$ cat src/rtl/goa_bridge_pkg.sv
// goa_bridge_pkg: shared types and constants for the GOA host bridge.
// Optional checksum build: GOA_BRIDGE_CHECKSUM_EN.
package goa_bridge_pkg;

  typedef enum logic [2:0] {
    IDLE,
    WR_DATA,
    WR_COMMIT,
    RD_REQ,
    RD_WAIT,
    RD_DATA
  } state_t;

  localparam int CMD_WR_BIT = 7;
  localparam int BYTE_W     = 8;

  function automatic int nb_of(input int data_w);
    return data_w / BYTE_W;
  endfunction

endpackage

$ cat src/rtl/goa_strobe_sync.sv
// goa_strobe_sync: 2-FF strobe synchroniser, rising-edge detector and
// data register kept in step with the synchronised strobe.
module goa_strobe_sync
  import goa_bridge_pkg::*;
(
  input  logic              clk,
  input  logic              rst_n,
  input  logic              pin_strobe,
  input  logic [BYTE_W-1:0] pin_data,
  output logic              byte_valid,
  output logic [BYTE_W-1:0] byte_data
);

  logic              s1, s2, s3;
  logic [BYTE_W-1:0] d1, d2;

  always_ff @(posedge clk or negedge rst_n) begin
    if (!rst_n) begin
      s1 <= 1'b0;
      s2 <= 1'b0;
      s3 <= 1'b0;
      d1 <= '0;
      d2 <= '0;
    end else begin
      s1 <= pin_strobe;
      s2 <= s1;
      s3 <= s2;
      d1 <= pin_data;
      d2 <= d1;
    end
  end

  assign byte_valid = s2 & ~s3;
  assign byte_data  = d2;

endmodule

$ cat src/rtl/goa_host_bridge.sv
// goa_host_bridge: byte-serial pin bus to single-cycle register requests.
// Define GOA_BRIDGE_CHECKSUM_EN to require an XOR checksum byte per write.
module goa_host_bridge
  import goa_bridge_pkg::*;
#(
  parameter int DATA_W     = 16,
  parameter int ADDR_W     = 7,
  parameter int RD_TIMEOUT = 15
) (
  input  logic              clk,
  input  logic              rst_n,
  input  logic              ena,
  input  logic [7:0]        pin_data,
  input  logic              pin_strobe,
  output logic [7:0]        pin_out,
  output logic              pin_busy,
  output logic              pin_err,
  output logic [ADDR_W-1:0] reg_addr,
  output logic [DATA_W-1:0] reg_wdata,
  output logic              reg_we,
  output logic              reg_re,
  input  logic [DATA_W-1:0] reg_rdata,
  input  logic              reg_rvalid
);

  localparam int NB = nb_of(DATA_W);
  localparam logic [2:0] LAST_B = 3'(NB - 1);
  localparam int TW = $clog2(RD_TIMEOUT + 1);
  localparam logic [TW-1:0] T_LAST = TW'(RD_TIMEOUT - 1);
`ifdef GOA_BRIDGE_CHECKSUM_EN
  localparam logic [2:0] CSUM_B = 3'(NB);
`endif

  logic              byte_valid;
  logic [BYTE_W-1:0] byte_data;
  state_t            state;
  logic [2:0]        bcnt;
  logic [TW-1:0]     tcnt;
  logic [DATA_W-1:0] sh;
`ifdef GOA_BRIDGE_CHECKSUM_EN
  logic [BYTE_W-1:0] csum;
`endif

  goa_strobe_sync u_sync (
    .clk        (clk),
    .rst_n      (rst_n),
    .pin_strobe (pin_strobe),
    .pin_data   (pin_data),
    .byte_valid (byte_valid),
    .byte_data  (byte_data)
  );

  // sh holds only the bytes not yet presented on pin_out
  always_ff @(posedge clk or negedge rst_n) begin
    if (!rst_n) begin
      state     <= IDLE;
      bcnt      <= '0;
      tcnt      <= '0;
      sh        <= '0;
      pin_out   <= '0;
      pin_busy  <= 1'b0;
      pin_err   <= 1'b0;
      reg_addr  <= '0;
      reg_wdata <= '0;
      reg_we    <= 1'b0;
      reg_re    <= 1'b0;
`ifdef GOA_BRIDGE_CHECKSUM_EN
      csum      <= '0;
`endif
    end else if (!ena) begin
      state    <= IDLE;
      bcnt     <= '0;
      tcnt     <= '0;
      sh       <= '0;
      pin_out  <= '0;
      pin_busy <= 1'b0;
      pin_err  <= 1'b0;
      reg_we   <= 1'b0;
      reg_re   <= 1'b0;
`ifdef GOA_BRIDGE_CHECKSUM_EN
      csum     <= '0;
`endif
    end else begin
      unique case (state)
        IDLE: begin
          if (byte_valid) begin
            reg_addr <= byte_data[ADDR_W-1:0];
            bcnt     <= '0;
`ifdef GOA_BRIDGE_CHECKSUM_EN
            csum     <= byte_data;
`endif
            if (byte_data[CMD_WR_BIT]) begin
              state <= WR_DATA;
            end else begin
              state    <= RD_REQ;
              reg_re   <= 1'b1;
              pin_busy <= 1'b1;
            end
          end
        end
        WR_DATA: begin
          if (byte_valid) begin
`ifdef GOA_BRIDGE_CHECKSUM_EN
            if (bcnt == CSUM_B) begin
              if (csum == byte_data) begin
                state    <= WR_COMMIT;
                reg_we   <= 1'b1;
                pin_busy <= 1'b1;
              end else begin
                pin_err <= 1'b1;
                state   <= IDLE;
              end
            end else begin
              for (int k = 0; k < NB; k++)
                if (bcnt == 3'(k))
                  reg_wdata[k*BYTE_W +: BYTE_W] <= byte_data;
              csum <= csum ^ byte_data;
              bcnt <= bcnt + 3'd1;
            end
`else
            for (int k = 0; k < NB; k++)
              if (bcnt == 3'(k))
                reg_wdata[k*BYTE_W +: BYTE_W] <= byte_data;
            if (bcnt == LAST_B) begin
              state    <= WR_COMMIT;
              reg_we   <= 1'b1;
              pin_busy <= 1'b1;
            end else begin
              bcnt <= bcnt + 3'd1;
            end
`endif
          end
        end
        WR_COMMIT: begin
          reg_we   <= 1'b0;
          pin_busy <= 1'b0;
          state    <= IDLE;
        end
        RD_REQ: begin
          reg_re <= 1'b0;
          tcnt   <= '0;
          state  <= RD_WAIT;
        end
        RD_WAIT: begin
          if (reg_rvalid) begin
            sh       <= reg_rdata >> BYTE_W;
            pin_out  <= reg_rdata[BYTE_W-1:0];
            bcnt     <= '0;
            pin_busy <= 1'b0;
            state    <= RD_DATA;
          end else if (tcnt == T_LAST) begin
            pin_err  <= 1'b1;
            sh       <= '0;
            pin_out  <= '0;
            bcnt     <= '0;
            pin_busy <= 1'b0;
            state    <= RD_DATA;
          end else begin
            tcnt <= tcnt + 1'b1;
          end
        end
        RD_DATA: begin
          if (byte_valid) begin
            if (bcnt == LAST_B) begin
              pin_out <= '0;
              state   <= IDLE;
            end else begin
              pin_out <= sh[BYTE_W-1:0];
              sh      <= sh >> BYTE_W;
              bcnt    <= bcnt + 3'd1;
            end
          end
        end
        default: state <= IDLE;
      endcase
    end
  end

endmodule
$ cat config.mk
export PLATFORM = sky130hd
export DESIGN_NAME = goa_host_bridge
export DESIGN_NICKNAME = d
export VERILOG_FILES = /design/src/rtl/goa_bridge_pkg.sv /design/src/rtl/goa_strobe_sync.sv /design/src/rtl/goa_host_bridge.sv
export SDC_FILE = /design/constraint.sdc
export NUM_CORES = 1
export LEC_CHECK = 0
export CORE_UTILIZATION = 40
export DETAILED_ROUTE_END_ITERATION = 16
export PLACE_DENSITY = 0.78
export SYNTH_ARGS = -nofsm -noshare
export SYNTH_HDL_FRONTEND = slang
export SYNTH_SLANG_ARGS = --single-unit
$ cat constraint.sdc
create_clock -name clk -period 2.15 [get_ports clk]
set_clock_uncertainty 0.2 [all_clocks]
set_input_delay 0.5375 -clock clk [delete_from_list [all_inputs] [get_ports clk]]
set_output_delay 0.5375 -clock clk [all_outputs]
set_load 0.02 [all_outputs]
==> out/summary.txt <==
outcome - finished with violations
failing checks - hold timing
vias per cell - 5.11
Clk network pwr share - 32.8%
synthesis-stage register bit count - 72
antenna-violating nets left - 0
Filler cells - 591
Final setup viols - 0
Routed Wire Length - 6640 um
IO Pins - 64
most common cell after layout, fill and taps aside - dfrtp_1
switching share of power - 27.5%
Worst Setup Slack, final - 0.0643 ns
root buffer cell - clkbuf_8
drc violations - 0
most frequent cells in the layout - 72 x dfrtp_1, 60 x clkdlybuf4s50_1, 23 x mux2_2, 23 x nand3_1, 21 x buf_4
most used routing layer - met2
Inserted Diodes - 0
vias - 2,192
die height - 89.7 um
Post-Syn Area per Cell - 12.8 um2
Register Area - 0.00180 mm2
fmax - 0.479 GHz
die area - 0.00805 mm2
Main synth FF type - dfrtp_1
delay-heaviest family, CP - buffers and inverters
sequential fraction of design power - 47.3%
r2r startpoint - bcnt[1]
Synth Instances - 241
Setup WS pre-CTS - -0.238 ns
Layout Cells excl Fill - 429
H-tree levels - 3
vias in the first global route - 2,323
Worst-Skew Late Latency - 0.35 ns
Final Max Slew Viols - 0
crit path time final - 2.09 ns
setup TNS - 0 ns
Longest Clk Path Bufs - 2
initial core utilization - 42.0%
met2 Usage GRT - 30.3%
pin count of the biggest net entering global routing - 73
DRT Pass-1 Iters - 4
grt ovf - 0
Core Box Area - 0.00733 mm2
Slowest-stage cell, CP - clkdlybuf4s50_1
synthesized net count - 275
CTS tree - done
area delta synth->final - 35.7%
DRT iter0 DRCs - 135
Slew @ Worst Pin - 0.486 ns
DP Wirelength - 4630 um
Critical Path AT - 1.35 ns
asr flop ratio synth - 100%
share of the clock period used by the worst path - 97.0%
post-synthesis sequential area ratio - 58.5%
reg-to-reg endpoint - pin_busy
P_sw - 902 uW
Max VDD drop - 0.477 mV
Comb power frac - 19.8%
Critical Path End Type - output port
Tot GR Track Use - 18.1%
count of different cell masters after synthesis - 43
initial antenna violation count - 0
Worst path max stage delay - 0.63 ns
RSZ-0062 raised after global routing - no
leakage - 1.90 nW
HP Class - in -> async
number of flops mapped to enable cells by yosys - 0
WHS - -0.00144 ns
crit-path cells - clkdlybuf4s50_1
postcts setup bufs - 0
area of the multi-input gates - 0.00121 mm2
CP Buf/Inv Count - 1
CTS buffer count - 9
num rows - 31
WL/cell - 15.5 um
global-route wire length before repair - 11,400 um
GRT met1 Usage - 21.9%
# clock sinks - 72
clk slew on worst S/H paths - 0.08 ns
Final Util - 57.0%
P_int - 2.38 mW
layout cells sized above 1 - 23.3%
reg2reg setup slack - 0.11 ns
max-cap violations - 0
# placed instances - 413
IO Port Bufs - 63
post-CTS resize count - 0
critical setup path kind - reg -> out
Ys Warns - 0
final hold violation count - 4
pwr/cell area - 784 mW/mm2
hold_buf cts - 0
met3 usage - 4.74%
Relative slew margins - 67.6%
Req. time, crit path - 1.41 ns
die width - 89.7 um
Final #Nets - 359
startpoint types - flip-flop
r2r worst-path depth - 6
GPL Wtd Cong - 0.751
worst-path fanout max - 2
area of the mapped netlist - 0.00308 mm2
power by group through the flow:
stage | Clock, mW | Sequential (mW) | Combinational, mW
6_report | 1.08 | 1.55 | 0.650
5_1_grt | 1.17 | 1.57 | 0.689
4_1_cts | 1.10 | 1.55 | 0.654
3_5_place_dp | 0 | 1.58 | 0.652
3_3_place_gp | 0 | 1.57 | 0.642
2_1_floorplan | 0 | 1.69 | 0.183
state kept, by name, indices dropped and copies added (netlist names):
| name | cells |
|---|---|
| bcnt | 3 |
| pin_busy | 1 |
| pin_err | 1 |
| pin_out | 8 |
| reg_addr | 7 |
| reg_re | 1 |
| reg_wdata | 16 |
| reg_we | 1 |
| sh | 8 |
| state | 3 |
| tcnt | 4 |
| u_sync.byte_data | 8 |
| u_sync.d1 | 8 |
| u_sync.s1 | 1 |
| u_sync.s2 | 1 |
| u_sync.s3 | 1 |
per-layer routing:
metal	wire, um	part of all wire [%]
met1	2890	44
met2	3400	51
met3	226	3.4
met4	119	1.8
met5	0	0
per-stage QoR:
step           hold WS (ns)  total power [mW]  instance area, um2
2_1_floorplan        0.0419              1.87                3080
3_3_place_gp          0.133              2.22                3960
3_5_place_dp          0.138              2.23                3960
4_1_cts             0.00720              3.31                4160
5_1_grt              0.0122              3.42                4180
6_report           -0.00144              3.28                4180
worst max path at each step:
stage	startpoint	to	cells past startpoint
after floorplan	tcnt[0]	pin_out[0]	7
after global placement	reg_rvalid	pin_out[7]	6
after detailed placement	reg_rvalid	pin_out[3]	6
after CTS	reg_re	reg_re	1
after global routing	reg_wdata[11]	reg_wdata[11]	1
final	pin_out[5]	pin_out[5]	1
cells by family (layout without fill, tap and decap cells):
kind of cell    count (synthesis)  in the layout  share of synthesized area [%]
simple gates                   75             75                           13.4
buf+inv                        17            106                           2.68
xor+xnor                        2              2                          0.569
fa+ha+maj                       5              5                           2.03
flops                          72             72                           58.5
mux                            35             35                           13.6
compound gates                 35             35                           9.22
cell usage after synthesis, types with 2 or more instances:
| master | instances | area (um2) |
|---|---|---|
| inv_1 | 4 | 15.0 |
| dfrtp_1 | 72 | 1800 |
| a21boi_0 | 10 | 75.1 |
| nor3_1 | 2 | 10.0 |
| and3_1 | 3 | 18.8 |
| nor2b_1 | 6 | 37.5 |
| and2_1 | 2 | 12.5 |
| mux2i_1 | 4 | 40.0 |
| nor2_1 | 10 | 37.5 |
| clkbuf_1 | 7 | 26.3 |
| nand4_1 | 4 | 25.0 |
| o21a_1 | 4 | 30.0 |
| nand2_1 | 11 | 41.3 |
| a32o_1 | 5 | 50.1 |
| mux2_2 | 23 | 259 |
| nand2b_1 | 6 | 37.5 |
| a21oi_1 | 2 | 10.0 |
| o22ai_1 | 2 | 12.5 |
| buf_2 | 3 | 15.0 |
| mux2_4 | 8 | 120 |
| xor2_1 | 2 | 17.5 |
| o21ai_0 | 2 | 10.0 |
| buf_6 | 2 | 22.5 |
| ha_1 | 5 | 62.6 |
| nand3_1 | 24 | 120 |
cell type report:
| type | count | area share (%) |
|---|---|---|
| Sequential cell | 72 | 43.1 |
| Multi-Input combinational cell | 152 | 28.9 |
| Timing Repair Buffer | 86 | 19.8 |
| Clock buffer | 9 | 2.96 |
| Tap cell | 99 | 2.96 |
| Clock inverter | 7 | 1.92 |
| Inverter | 4 | 0.359 |
Power figures use the tool's default switching activity.
